===== src/rtl/mmio_port_responder_if.sv =====
// mmio_port_responder_if: data-memory bus signals shared by the processor and the port responder
interface mmio_port_responder_if;
  logic [31:0] Address;
  logic [31:0] WriteData;
  logic [31:0] ReadData;
  logic MemWrite;
  logic MemRead;
  logic Select;
  modport master(output Address, WriteData, MemWrite, MemRead, input ReadData, Select);
  modport slave(input Address, WriteData, MemWrite, MemRead, output ReadData, Select);
endinterface


===== src/rtl/mmio_port_responder.sv =====
// mmio_port_responder: MMIO output port, synchronized input port, sticky edge status and input-change FIFO
module mmio_port_responder #(
  parameter logic [31:0] BASE_ADDR = 32'h1001_0100,
  parameter int FIFO_DEPTH = 4
) (
  input  logic clk,
  input  logic reset,
  mmio_port_responder_if.slave bus,
  input  logic [7:0] PortIn,
  output logic [31:0] PortOut,
  output logic EdgeIrq
);
  localparam int PW = $clog2(FIFO_DEPTH);
  localparam int CW = PW + 1;
  logic [7:0] s1, s2, s3, edgeStatus, edgeMask;
  logic [7:0] fifoMem [FIFO_DEPTH];
  logic [PW-1:0] wrPtr, rdPtr;
  logic [CW-1:0] count;
  logic ovf, sel, wr, rd, pop, push, full, doPush, ovfSet;
  logic [4:0] off;
  assign off = bus.Address[4:0] & 5'h1C;
  assign sel = bus.Address[31:5] == BASE_ADDR[31:5];
  assign wr = bus.MemWrite && sel;
  assign rd = bus.MemRead && sel;
  assign pop = rd && off == 5'h10 && count != '0;
  assign push = s2 != s3;
  assign full = count == CW'(FIFO_DEPTH);
  // a pop on a full queue frees the slot the same-edge push lands in
  assign doPush = push && (!full || pop);
  assign ovfSet = push && full && !pop;
  assign bus.Select = sel;
  assign bus.ReadData = !sel ? 32'h0 :
    off == 5'h00 ? PortOut :
    off == 5'h04 ? {24'h0, s2} :
    off == 5'h08 ? {24'h0, edgeStatus} :
    off == 5'h0C ? {24'h0, edgeMask} :
    off == 5'h10 ? (count != '0 ? {24'h0, fifoMem[rdPtr]} : 32'h0) :
    off == 5'h14 ? {23'h0, ovf, 8'(count)} : 32'h0;
  always_ff @(posedge clk or negedge reset)
    if (!reset) begin
      s1 <= '0;
      s2 <= '0;
      s3 <= '0;
      PortOut <= '0;
      edgeStatus <= '0;
      edgeMask <= '0;
      ovf <= 1'b0;
      EdgeIrq <= 1'b0;
      wrPtr <= '0;
      rdPtr <= '0;
      count <= '0;
    end else begin
      s1 <= PortIn;
      s2 <= s1;
      s3 <= s2;
      if (wr && off == 5'h00) PortOut <= bus.WriteData;
      if (wr && off == 5'h0C) edgeMask <= bus.WriteData[7:0];
      edgeStatus <= (edgeStatus & ~(wr && off == 5'h08 ? bus.WriteData[7:0] : 8'h0)) | (s2 & ~s3);
      ovf <= (ovf & ~(wr && off == 5'h14 && bus.WriteData[8])) | ovfSet;
      EdgeIrq <= |(edgeStatus & edgeMask);
      if (doPush) wrPtr <= wrPtr + PW'(1);
      if (pop) rdPtr <= rdPtr + PW'(1);
      count <= count + CW'(doPush) - CW'(pop);
    end
  always_ff @(posedge clk)
    if (doPush) fifoMem[wrPtr] <= s2;
endmodule

===== src/flat_wrapper.sv =====
// flat-port wrapper written by rule: the top's interface ports become plain ports
module mmio_port_responder_flat 
#(
  parameter logic [31:0] BASE_ADDR = 32'h1001_0100,
  parameter int FIFO_DEPTH = 4
)
  (clk, reset, PortIn, PortOut, EdgeIrq, bus_Address, bus_WriteData, bus_MemWrite, bus_MemRead, bus_ReadData, bus_Select);
  mmio_port_responder_if bus_i ();
  input  logic clk;
  input  logic reset;
  input  logic [7:0] PortIn;
  output logic [31:0] PortOut;
  output logic EdgeIrq;
  input wire logic [$bits(bus_i.Address)-1:0] bus_Address;
  input wire logic [$bits(bus_i.WriteData)-1:0] bus_WriteData;
  input wire logic [$bits(bus_i.MemWrite)-1:0] bus_MemWrite;
  input wire logic [$bits(bus_i.MemRead)-1:0] bus_MemRead;
  output wire logic [$bits(bus_i.ReadData)-1:0] bus_ReadData;
  output wire logic [$bits(bus_i.Select)-1:0] bus_Select;
  assign bus_i.Address = bus_Address;
  assign bus_i.WriteData = bus_WriteData;
  assign bus_i.MemWrite = bus_MemWrite;
  assign bus_i.MemRead = bus_MemRead;
  assign bus_ReadData = bus_i.ReadData;
  assign bus_Select = bus_i.Select;
  mmio_port_responder #(.BASE_ADDR(BASE_ADDR), .FIFO_DEPTH(FIFO_DEPTH)) u_core (.clk(clk), .reset(reset), .bus(bus_i), .PortIn(PortIn), .PortOut(PortOut), .EdgeIrq(EdgeIrq));
endmodule

===== config.mk =====
export PLATFORM = sky130hd
export DESIGN_NAME = mmio_port_responder_flat
export DESIGN_NICKNAME = d
export VERILOG_FILES = /design/src/rtl/mmio_port_responder_if.sv /design/src/rtl/mmio_port_responder.sv /design/src/flat_wrapper.sv
export SDC_FILE = /design/constraint.sdc
export NUM_CORES = 1
export LEC_CHECK = 0
export BUFFER_PORTS_ARGS = -buffer_cell sky130_fd_sc_hd__buf_4
export CELL_PAD_IN_SITES_DETAIL_PLACEMENT = 1
export CELL_PAD_IN_SITES_GLOBAL_PLACEMENT = 1
export CORE_MARGIN = 5
export CORE_UTILIZATION = 40
export CTS_BUF_LIST = sky130_fd_sc_hd__clkbuf_8
export CTS_CLUSTER_DIAMETER = 200
export CTS_CLUSTER_SIZE = 16
export DETAILED_ROUTE_END_ITERATION = 8
export PLACE_DENSITY = 0.76
export SLEW_MARGIN = 25
export SYNTH_ARGS = -nofsm -noshare
export SYNTH_HDL_FRONTEND = slang
export SYNTH_SLANG_ARGS = --single-unit

===== constraint.sdc =====
create_clock -name clk -period 2.9 [get_ports clk]
set_clock_uncertainty 0.2 [all_clocks]
set_input_delay 0.29 -clock clk [delete_from_list [all_inputs] [get_ports clk]]
set_output_delay 0.29 -clock clk [all_outputs]
set_load 0.01 [all_outputs]

== Word-level counts from Yosys, hierarchy flattened ==
Memories as Yosys holds them, arrays and structs flattened.
Index checks and enable logic that the tools add are counted.

* Muxes and demuxes: 11
* Bitwise operators: 9
* Reduce and logical (&&, ||, !) cells: 18
* Add/sub/neg operators: 4
* Eq/ne operators: 8

{| class="wikitable"
|+ Operators by type and width
! kind !! number
|-
| $mux 32 || 6
|-
| $eq 27x24->1 const B || 1
|-
| $and 8x8->8 || 3
|-
| $mux 8 || 2
|-
| $not 8->8 || 2
|-
| $logic_and 1x1->1 || 12
|-
| $eq 3x3->1 const B || 3
|-
| $mux 9 || 1
|-
| $ne 8x8->1 || 1
|-
| $or 8x8->8 || 1
|-
| $reduce_or 8->1 || 1
|-
| $eq 3x2->1 const B || 2
|-
| $logic_not 5->1 || 1
|-
| $add 2x1->2 const B || 2
|-
| $add 3x1->3 || 1
|-
| $eq 3x1->1 const B || 1
|-
| $reduce_bool 3->1 || 1
|-
| $sub 3x1->3 || 1
|-
| $logic_not 1->1 || 2
|-
| $mux 1 || 2
|-
| $and 1x1->1 || 1
|-
| $logic_or 1x1->1 || 1
|-
| $not 1->1 || 1
|-
| $or 1x1->1 || 1
|}

* Memory bits (writable): 32
* Bits in registers: 81
* Bits of input ports: 76
* Memories: 1
* Word-level logic and storage cells: 62

{| class="wikitable"
|+ Memory list
! memory !! words !! bits a word !! rd ports !! clocked after Yosys merged registers in !! wr ports !! line !! RTL
|-
| u_core.fifoMem || 4 || 8 || 1 || 0 || 1 || mmio_port_responder.sv:16 || <nowiki>logic [7:0] fifoMem [FIFO_DEPTH];</nowiki>
|}

== Longest topological paths before layout ==
* Word-level depth: 8
* Gate-level depth with buffers: 10
* Gate-level depth less buffers: 10

== Least setup slack after synthesis ==
OpenSTA, ideal clock, no wires.

* Kind: input to register
* Start: in bus_Address[2]
* End: reg u_core.count[2]
* Path slack: 381 ps
* Buffers on the path: 1
* Arrival time: 2192 ps
* Library setup time: 127 ps
* Stages on the path: 10
* Required time: 2573 ps
* Path through: clkbuf_1 > nor4bb_1 > and2_1 > nand3_1 > xnor2_1 > ha_1 > inv_1 > fa_1 > xnor2_1 > xnor2_1

* Word-level cells in the longest chain between the ends: 7

{| class="wikitable"
|+ RTL lines
! item !! line !! RTL
|-
| start, declared || flat_wrapper.sv:14 || <nowiki>input wire logic [$bits(bus_i.Address)-1:0] bus_Address;</nowiki>
|-
| $eq 3x3->1 * || mmio_port_responder.sv:25 || <nowiki>assign pop = rd && off == 5'h10 && count != '0;</nowiki>
|-
| $logic_and 1x1->1 * (2 in series) || mmio_port_responder.sv:25 ||
|-
| $logic_or 1x1->1 || mmio_port_responder.sv:29 || <nowiki>assign doPush = push && (!full || pop);</nowiki>
|-
| $logic_and 1x1->1 || mmio_port_responder.sv:29 ||
|-
| $add 3x1->3 || mmio_port_responder.sv:63 || <nowiki>count <= count + CW'(doPush) - CW'(pop);</nowiki>
|-
| $sub 3x1->3 * || mmio_port_responder.sv:63 ||
|-
| end signal, assigned || mmio_port_responder.sv:63 ||
|-
| end, declared || mmio_port_responder.sv:18 || <nowiki>logic [CW-1:0] count;</nowiki>
|}

Every way passes the cells marked *; elsewhere a longest branch is shown, timed or not.
A chain may end at the register's enable or synchronous reset.

== Final worst setup path ==
* Start: reg u_core.count[1]
* End: reg u_core.count[2]

* Word-level cells in the longest chain between the ends: 6

{| class="wikitable"
|+ RTL lines
! item !! line
|-
| $eq 3x3->1 or $reduce_bool 3->1 (tied branches) || mmio_port_responder.sv:27, mmio_port_responder.sv:25
|-
| $logic_not 1->1 or $logic_and 1x1->1 (tied branches) || mmio_port_responder.sv:29, mmio_port_responder.sv:25
|-
| $logic_or 1x1->1 || mmio_port_responder.sv:29
|-
| $logic_and 1x1->1 || mmio_port_responder.sv:29
|-
| $add 3x1->3 || mmio_port_responder.sv:63
|-
| $sub 3x1->3 * || mmio_port_responder.sv:63
|}

Marks and branches as above.

==> parameters.txt <==
Parameter                              Value

Yosys
  Count of mapped cells out of synthesis ... around 370
  Net count of the mapped netlist ... 463
  Yosys cell types ... 46
  Part of the Yosys area used for sequential elements ... 0.5870
  Count of flip-flops with a built-in enable after synthesis ... 32
  Average size of a mapped cell ... 13.65 µm²
  Number of synthesized register bits ... 113
  Share of flip-flops with an asynchronous set or reset after synthesis ... 0.7168
  Warning count from the yosys run ... 0
  Main flop type after synthesis ... sky130_fd_sc_hd__dfrtp_1
  Post-synthesis instance area ... around 5100 µm²

Placed design
  Count of port buffers added during placement ... 139
  Final HPWL DP ... 10690 µm
  RD Place Congestion ... approximately 0.84
  Placed instance count ... about 690

Global routing
  Total global routing track utilization ... 0.2149
  Initial antenna violation count ... 0
  Maximum number of pins on one net before global-route repair ... 54
  Via count of the first global-routing pass ... approximately 4500
  Leftover overflow at the end of global routing ... 0
  First-pass GRT wire length ... 24070 µm

Setup path
  Max incr delay on CP ... 0.46 ns
  Critical path peak fanout ... 7
  Required time worst endpoint ... around 3 ns
  Worst Path Class, Setup ... flop to flop
  Capturing element type of the critical path ... flop
  Cell repeated most along the worst path ... sky130_fd_sc_hd__xnor2_1
  Startpoint kind of the worst setup timing path ... flop
  Worst endpoint data arrival time ... 2.85 ns
  Critical-path cell list ... or3_1 > and2_1 > nand3_1 > xnor2_1 > ha_1 > inv_1 > fa_1 > xnor2_1 > xnor2_1
  Slowest stage cell on the critical path ... sky130_fd_sc_hd__dfrtp_1

Final layout
  N_diodes ... 0
  Most common cell after layout, fill and taps aside ... sky130_fd_sc_hd__buf_4
  Fraction of final layout cells with drive strength greater than 1 ... 0.4261
  Fin cells ... 761
  Final design utilization ... 0.5745
  Commonest non-fill, non-tap cells in the layout ... sky130_fd_sc_hd__buf_4 (156), sky130_fd_sc_hd__dfrtp_1 (81), sky130_fd_sc_hd__mux2_2 (43)
  Growth of design area from synthesis to finish ... 41.86%
  Final #Nets ... 666
  Layout filler cell count ... 1275
  Sequential cell area ... 2988 µm²
  Multi-input gate area ... 1958 µm²

Floorplan
  Top-level I/O count ... 142
  Width of the chip ... 122.8 µm
  Area of the core ... roughly 13000 µm²
  Row cnt ... between 40 and 50
  Vertical die dimension ... 122.8 µm
  Die Footprint ... between 15000 and 20000 µm²
  Starting density of the core ... 0.4050

STA
  Final count of hold timing violations ... 0
  Period Utilization, post-route ... 0.9437
  Final Setup Violations ... 0
  Slew Viols, Final ... 0
  Final critical-path required period ... 2.737 ns
  Worst slew margin relative to its limit ... 0.5456
  Worst hold-check slack ... 0.04624 ns
  FMAX ... ~370 MHz
  Pin slew with the least headroom to its limit ... 0.6816 ns
  Setup repair after global routing missed its margin ... no
  Final-layout setup total negative slack ... 0 ns

Power
  Leakage power ... 3.371 nW
  Maximum vdd ir drop ... 0.0002207 V
  Design internal power ... 2.984 mW
  Design Power ... 4.084 mW
  Pwr Density ... around 570 nW/µm²
  Portion of total power attributed to sequential cells ... 0.486
  Switching pwr ... 1.100 mW
  Portion of total power attributed to the clock network ... 0.325
  Fraction of power spent switching nets ... 0.2694
  Combinational fraction of design power ... 0.189

Clock tree
  Clk slew on worst S/H paths ... 0.06 ns
  Cells resized by post-CTS repair ... 0
  Number of buffers inserted by post-CTS setup repair ... 0
  Worst skew pair latency ... 0.44 ns
  Worst-case clock buffer depth ... 2
  CTS hold repair buffers ... about 40
  H-tree levels ... 4
  CTS Root Buffer Type ... sky130_fd_sc_hd__clkbuf_8
  Number of buffers created by CTS ... 17
  Clock tree from TritonCTS ... done
  CTS sink cnt ... ~110

Detailed routing
  Routed vias ... about 3900
  Sum of routed wire length over all layers ... 15030 µm
  Detail-routed net length per standard cell ... 19.75 µm
  1st-pass router iterations ... 4
  Starting DRC count in detailed routing ... just under 200
  Count of unresolved DRC violations after routing ... 0
  Post-DR vias/cell ... 5.134
  Post-route ant nets ... 0

Job
  Max-capacitance violation count ... 0

Worst hold path
  Hold WC Path Type ... primary input to flop

Status
  Outcome ... finished clean
==> power groups by stage <==
stage                     Combinational [mW]  Clock (mW)  Sequential, mW
after floorplan                        0.397           0            1.99
after global placement                 0.702           0            1.99
after detailed placement               0.734           0            2.02
after CTS                              0.783        1.36            1.99
after global routing                   0.853        1.44            2.00
final                                  0.771        1.33            1.99
==> through the flow <==
stage	setup WS (ns)	area, µm²
floorplan	0.3812	5090
global placement	0.1992	6455
detailed placement	0.05162	6455
CTS	0.1351	7221
global route	0.01234	7221
finish	0.1632	7221
==> path summary, 6_finish.rpt <==
| path | startpoint | end | slack, ns | cells past startpoint |
|---|---|---|---|---|
| hold / removal | bus_MemWrite | u_core.ovf | 0.05 | 4 |
| max in group asynchronous | reset | u_core.count[1] | 1.63 | 3 |
| min in group asynchronous | reset | u_core.PortOut[20] | 0.26 | 2 |
| setup reg to reg | u_core.count[1] | u_core.count[2] | 0.16 | 9 |
| hold reg to reg | u_core.s1[4] | u_core.s2[4] | 0.15 | 0 |
| setup / recovery | u_core.count[1] | u_core.count[2] | 0.16 | 9 |
==> cell type report <==
class | count | share of cell area
sequential | 113 | 0.4138
multi-input combinational | 223 | 0.2712
timing repair buffer | 199 | 0.2246
clock buffer | 20 | 0.03812
tap | 172 | 0.02980
inverter | 22 | 0.01144
clock inverter | 12 | 0.01109
==> worst max-delay path: cells and delay by family (launching register included) <==
family        cells  cell delay, ns
simple gates      3            0.89
flops             1            0.46
xor+xnor          3            0.45
buf+inv           1            0.05
fa+ha+maj         2            0.57
==> state kept, by name, indices dropped and copies added (netlist names) <==
register           flops
u_core.EdgeIrq         1
u_core.PortOut        32
u_core.count           3
u_core.edgeMask        8
u_core.edgeStatus      8
u_core.fifoMem        32
u_core.ovf             1
u_core.rdPtr           2
u_core.s1              8
u_core.s2              8
u_core.s3              8
u_core.wrPtr           2
==> Yosys cell counts, types with 2 or more instances <==
library cell                count  share of area
sky130_fd_sc_hd__a21oi_1        7         0.0069
sky130_fd_sc_hd__a22oi_1        4         0.0059
sky130_fd_sc_hd__a2bb2oi_1      5         0.0086
sky130_fd_sc_hd__a311oi_1       4         0.0069
sky130_fd_sc_hd__a31oi_1        9          0.011
sky130_fd_sc_hd__and2_1        24          0.029
sky130_fd_sc_hd__and4_1         2         0.0034
sky130_fd_sc_hd__buf_4          3         0.0044
sky130_fd_sc_hd__clkbuf_1      11         0.0081
sky130_fd_sc_hd__dfrtp_1       81           0.40
sky130_fd_sc_hd__edfxtp_1      32           0.19
sky130_fd_sc_hd__ha_1          13          0.032
sky130_fd_sc_hd__inv_1         22          0.016
sky130_fd_sc_hd__mux2_1         2         0.0044
sky130_fd_sc_hd__mux2_2        43          0.095
sky130_fd_sc_hd__mux4_2        11          0.049
sky130_fd_sc_hd__nand2_1       13         0.0096
sky130_fd_sc_hd__nand2b_1       2         0.0025
sky130_fd_sc_hd__nand3_1        5         0.0049
sky130_fd_sc_hd__nand4_1        3         0.0037
sky130_fd_sc_hd__nand4_2        2         0.0049
sky130_fd_sc_hd__nor2_1        26          0.019
sky130_fd_sc_hd__nor2b_1        2         0.0025
sky130_fd_sc_hd__nor3_1         7         0.0069
sky130_fd_sc_hd__nor3b_1        2         0.0029
sky130_fd_sc_hd__nor4_2         4         0.0098
sky130_fd_sc_hd__nor4b_2        4          0.012
sky130_fd_sc_hd__o211ai_1       2         0.0029
sky130_fd_sc_hd__o21bai_1       3         0.0044
sky130_fd_sc_hd__o221ai_1       2         0.0034
sky130_fd_sc_hd__o22a_1         5         0.0086
sky130_fd_sc_hd__xnor2_1        4         0.0069
==> routing by layer <==
layer	global-route usage	vias up	wire [µm]
li1	-	1773	-
met5	0	-	0
met1	0.2632	1987	6125
met3	0.06313	18	952
met2	0.3601	129	7724
met4	0.07908	0	230
==> logic make-up after synthesis <==
kind of cell / after synthesis / synth area share
buffers and inverters: 37 / 0.02950
DFF: 113 / 0.5870
muxes: 56 / 0.1482
adders and majority gates: 14 / 0.03589
AOI/OAI and AO/OA: 44 / 0.06391
xor gates and xnor gates: 5 / 0.008603
and+or+nand+nor: 104 / 0.1268
(Power assumes the default switching activity.)
